[src/rtl/bus_trace_capture.sv]
// rtl/bus_trace_capture.sv - bus snooping trace capture with address trigger; optional TRACE_TIMESTAMP_EN
module bus_trace_capture #(
    parameter int ADDR_W = 8,
    parameter int DATA_W = 8,
    parameter int IRQ_W  = 2,
    parameter int DEPTH  = 64,
    parameter int TS_W   = 16
) (
    input  logic                                 CLK,
    input  logic                                 RESET,
    input  logic [ADDR_W-1:0]                    BUS_ADDR,
    input  logic [DATA_W-1:0]                    BUS_DATA,
    input  logic                                 BUS_WE,
    input  logic                                 BUS_RE,
    input  logic [IRQ_W-1:0]                     BUS_IRQ,
    input  logic                                 ARM,
    input  logic                                 STOP,
    input  logic [ADDR_W-1:0]                    TRIG_ADDR,
    input  logic [ADDR_W-1:0]                    TRIG_MASK,
    input  logic [$clog2(DEPTH)-1:0]             POST_COUNT,
    input  logic [$clog2(DEPTH)-1:0]             RD_IDX,
    output logic [IRQ_W+2+ADDR_W+DATA_W-1:0]     RD_ENTRY,
`ifdef TRACE_TIMESTAMP_EN
    output logic [TS_W-1:0]                      RD_TS,
`endif
    output logic [1:0]                           STATE,
    output logic [$clog2(DEPTH):0]               COUNT,
    output logic [$clog2(DEPTH)-1:0]             TRIG_POS,
    output logic                                 TRIGGERED
);

    localparam int IDX_W = $clog2(DEPTH);
    localparam int E_W   = IRQ_W + 2 + ADDR_W + DATA_W;
`ifdef TRACE_TIMESTAMP_EN
    localparam int STORED_TS_W = TS_W;
`else
    localparam int STORED_TS_W = 0 * TS_W;
`endif
    localparam int MEM_W = E_W + STORED_TS_W;

    typedef enum logic [1:0] {
        IDLE  = 2'd0,
        ARMED = 2'd1,
        POST  = 2'd2,
        DONE  = 2'd3
    } state_t;

    state_t             state, state_next;
    logic [IDX_W-1:0]   wr_ptr;
    logic [IDX_W:0]     count;
    logic [IDX_W-1:0]   trig_ptr;
    logic               triggered;
    logic [IDX_W-1:0]   remaining;
    logic [MEM_W-1:0]   mem [DEPTH];
    logic [MEM_W-1:0]   rd_q;
    logic [MEM_W-1:0]   wr_data;
    logic [E_W-1:0]     entry;
    logic [IDX_W-1:0]   oldest;
    logic [IDX_W-1:0]   rd_addr;
    logic               txn;
    logic               capture;
    logic               hit;

    assign txn     = BUS_WE | BUS_RE;
    // ARM restarts the capture, so a transaction in the ARM cycle is dropped
    assign capture = txn && !ARM && (state == ARMED || state == POST);
    assign hit     = capture && (state == ARMED) && (((BUS_ADDR ^ TRIG_ADDR) & TRIG_MASK) == '0);
    assign entry   = {BUS_IRQ, BUS_WE, BUS_RE, BUS_ADDR, BUS_DATA};

    // once the ring has wrapped, the slot about to be written holds the oldest entry
    assign oldest   = count[IDX_W] ? wr_ptr : '0;
    assign rd_addr  = oldest + RD_IDX;
    assign TRIG_POS = trig_ptr - oldest;

    assign STATE     = state;
    assign COUNT     = count;
    assign TRIGGERED = triggered;
    assign RD_ENTRY  = rd_q[E_W-1:0];

`ifdef TRACE_TIMESTAMP_EN
    logic [TS_W-1:0] ts_cnt;

    // free-running capture timestamp, restarted by ARM and held at all-ones
    always_ff @(posedge CLK) begin
        if (RESET || ARM) begin
            ts_cnt <= '0;
        end else if ((state == ARMED || state == POST) && ts_cnt != '1) begin
            ts_cnt <= ts_cnt + TS_W'(1);
        end
    end

    assign wr_data = {ts_cnt, entry};
    assign RD_TS   = rd_q[MEM_W-1:E_W];
`else
    assign wr_data = entry;
`endif

    // state register
    always_ff @(posedge CLK) begin
        if (RESET) begin
            state <= IDLE;
        end else begin
            state <= state_next;
        end
    end

    // next-state: ARM wins over everything, STOP ends an active capture
    always_comb begin
        state_next = state;
        if (ARM) begin
            state_next = ARMED;
        end else begin
            case (state)
                ARMED: begin
                    if (STOP || (hit && POST_COUNT == '0)) begin
                        state_next = DONE;
                    end else if (hit) begin
                        state_next = POST;
                    end
                end
                POST: begin
                    if (STOP || (capture && remaining == IDX_W'(1))) begin
                        state_next = DONE;
                    end
                end
                default: begin
                    state_next = state;
                end
            endcase
        end
    end

    // write pointer, fill count, trigger bookkeeping and post-trigger countdown
    always_ff @(posedge CLK) begin
        if (RESET) begin
            wr_ptr    <= '0;
            count     <= '0;
            trig_ptr  <= '0;
            triggered <= 1'b0;
            remaining <= '0;
        end else if (ARM) begin
            wr_ptr    <= '0;
            count     <= '0;
            triggered <= 1'b0;
        end else begin
            if (capture) begin
                wr_ptr <= wr_ptr + IDX_W'(1);
                if (!count[IDX_W]) begin
                    count <= count + (IDX_W + 1)'(1);
                end
            end
            if (hit) begin
                trig_ptr  <= wr_ptr;
                triggered <= 1'b1;
                remaining <= POST_COUNT;
            end else if (capture && state == POST) begin
                remaining <= remaining - IDX_W'(1);
            end
        end
    end

    // trace RAM write port; contents survive reset
    always_ff @(posedge CLK) begin
        if (capture) begin
            mem[wr_ptr] <= wr_data;
        end
    end

    // registered readout; a same-slot write this cycle is not yet visible
    always_ff @(posedge CLK) begin
        if (RESET) begin
            rd_q <= '0;
        end else begin
            rd_q <= mem[rd_addr];
        end
    end

endmodule

[config.mk]
export PLATFORM = sky130hd
export DESIGN_NAME = bus_trace_capture
export DESIGN_NICKNAME = d
export VERILOG_FILES = /design/src/rtl/bus_trace_capture.sv
export SDC_FILE = /design/constraint.sdc
export NUM_CORES = 1
export LEC_CHECK = 0
export ABC_AREA = 1
export CAP_MARGIN = 40
export CELL_PAD_IN_SITES_DETAIL_PLACEMENT = 1
export CELL_PAD_IN_SITES_GLOBAL_PLACEMENT = 2
export CORE_MARGIN = 2
export CORE_UTILIZATION = 42
export DETAILED_ROUTE_END_ITERATION = 12
export PLACE_DENSITY = 0.75
export SYNTH_ARGS = -nofsm -noshare
export SYNTH_HDL_FRONTEND = slang
export SYNTH_SLANG_ARGS = --single-unit
[constraint.sdc]
create_clock -name CLK -period 3.6 [get_ports CLK]
set_clock_uncertainty 0.15 [all_clocks]
set_input_delay 0.72 -clock CLK [delete_from_list [all_inputs] [get_ports CLK]]
set_output_delay 0.72 -clock CLK [all_outputs]
set_load 0.05 [all_outputs]
==> reports/qor.csv <==
metric,value,unit
p_per_area,518,mW/mm2
initial_core_util,0.423,
p_leak,26.0,nW
viasPerCell,5.34,
numPortBuffers,87,
clk_path_buf_depth,3,
setup-violations-final,0,
track_usage,0.276,
drive_gt1_frac,0.124,
fin_hold_ws,185,ps
dpl.hpwl,118,mm
crit_required,4130,ps
synth.net_count,5297,
cp_common_cell,nand2_1,
die_h,367,um
final_cell_mix,"nand2_1, edfxtp_1, nor2_1, nand3_1, inv_1",
rsz0062_at_grt,true,
coreArea,0.131,mm2
netlist_instances,5227,
start_kind,flip-flop,
postLayoutCoreUtil,0.507,
synth_cell_types,28,
ios,88,
yosys_warnings,0,
hp-class,input pin to flip-flop,
dpl_cell_area,0.0616,mm2
final_common_cell,nand2_1,
dp_slack,-805,ps
cp_cell_sequence,nand2_1 -> inv_2 -> ha_4 -> inv_1 -> fa_4 -> buf_12 -> buf_16 -> buf_4 -> nor2_1 -> o21ai_0 -> nand3_1 -> nand2_1 -> nand2_1 -> nand3_1 -> nand2_1 -> nor2_2 -> nor2_1,
min_period,3460,ps
endpoint_kind,flip-flop,
final_cells,7435,
htree_levels,4,
cts_root_buf,clkbuf_16,
yosysSeqAreaShare,0.710,
setup-tns-final,0,ps
die_w,367,um
dr_total_vias,39711,
timing.final.max_slew_violations,0,
crit_family,adder cells,
worstPathArrival,3990,ps
synth.avg_cell_area,10.6,um2
die_area,0.135,mm2
tritoncts,built,
drc,0,
grt_pass1_wl,272,mm
fillers,13898,
num_rows,133,
cts.clk_slew.worst_paths,60,ps
ant_nets,0,
crit_type,flip-flop to flip-flop,
wirelength,187,mm
grt_pass1_vias,40717,
status,finished clean,
fin_area,0.0666,mm2
crit_path_max_incr_delay,930,ps
clk_latency,800,ps
nets,5627,
worst-path-buf-inv,5,
finalHoldViolations,0,
antenna_found_initial,14,
tightest_slew,882,ps
routabilityCongestion,0.813,
cts_sinks,1328,
ys_ff_latch,1328,
yosys-top-cells-area,"edfxtp_1, nand2_1, nand3_1",
grt_overflow_total,0,
wl_per_cell,25.2,um
drt_pass1_iterations,5,
ir_drop,543,uV
cap_violations,0,
fmax,289,MHz
worst_slack,140,ps
critPathMaxFanout,7,
synth_top_area_frac,0.693,
finalCritPeriodShare,0.961,
grt_max_degree,78,
numCtsBuffers,147,
area_growth_syn_to_layout,20.0,%
drt_iter0_markers,3665,
fin_total_pwr,34.5,mW
dp_cells,7148,
slew_headroom,0.411,
critPathSlowestCell,fa_4,
synthesis.area,0.0555,mm2
yosysTopAreaCell,edfxtp_1,
==> synthesized netlist by cell type <==
library cell / number
a211oi_1: 1
a21o_1: 1
a21oi_1: 24
buf_1: 22
buf_2: 68
buf_4: 1
clkbuf_1: 191
clkinv_1: 1
dfxtp_1: 48
edfxtp_1: 1280
fa_1: 2
ha_1: 16
inv_1: 280
inv_2: 4
nand2_1: 1777
nand3_1: 541
nand3b_1: 2
nand4_1: 10
nor2_1: 658
nor3_1: 11
o211a_1: 1
o211ai_1: 1
o21a_1: 1
o21ai_0: 269
o21ai_1: 2
or2_1: 1
xnor2_1: 4
xor2_1: 10
==> routing by layer <==
metal  global-route usage  wire length [um]  vias up
met2                0.436             86000     1180
li1                     -                 -    18175
met3               0.0596             13600      245
met5                    0                11        -
met4               0.0859              5580        2
met1                0.380             81900    20109
==> registers in the layout, indices dropped and copies added, names as in the netlist <==
name	flops
COUNT	7
RD_ENTRY	20
STATE	2
TRIGGERED	1
mem	1280
remaining	6
trig_ptr	6
wr_ptr	6
==> report_power, final <==
part / leakage [nW] / switching, mW / internal (mW)
combinational: 11.8 / 1.90 / 0.849
clock: 2.26 / 6.28 / 8.44
sequential: 11.9 / 0.0457 / 17.0
==> cell families after synthesis <==
group | after synthesis | share of synthesized area
adder cells (fa/ha/maj) | 18 | 0.00433
AND/OR/NAND/NOR | 3000 | 0.216
flip-flops | 1328 | 0.710
buffers and inverters | 567 | 0.0400
AO/OA/AOI/OAI | 300 | 0.0273
XOR/XNOR | 14 | 0.00221
==> repair_timing <==
item	4_1_cts	5_1_grt
gates resized for setup	10	35
pin swaps	1	4
hold buffers	1	0
buffers inserted	0	9
gates cloned	0	5
endpoints found under the setup margin	7	14
endpoints found under the hold margin	1	0
==> path summary, 6_finish.rpt <==
kind         slack, ps        start           to  cells after the start
max                140     COUNT[6]  RD_ENTRY[4]                     17
min                180  BUS_ADDR[6]  mem[37][14]                      2
max reg2reg        140     COUNT[6]  RD_ENTRY[4]                     17
min reg2reg        320  trig_ptr[5]  trig_ptr[5]                      2
==> cell type report <==
cell class | count | area (um2) | area share
multi-input cells | 3332 | 14300 | 0.214
clock inverters | 76 | 641 | 0.00962
repair inverters | 1 | 8.76 | 0.000132
well taps | 1755 | 2200 | 0.0330
diodes | 1 | 2.50 | 0.0000376
inverters | 285 | 1090 | 0.0164
clock buffers | 195 | 4020 | 0.0603
repair buffers | 462 | 5000 | 0.0750
flip-flops and latches | 1328 | 39400 | 0.592
==> worst reg2reg max path: stages, from the launching register on <==
cell and delay (ps):
dfxtp_1 350, nand2_1 70, inv_2 90, ha_4 150, inv_1 60, fa_4 930, buf_12 220, buf_16 200
buf_4 150, nor2_1 50, o21ai_0 120, nand3_1 120, nand2_1 90, nand2_1 120, nand3_1 190, nand2_1 90
nor2_2 150, nor2_1 70
No activity file was read; power rests on OpenSTA's default activity.
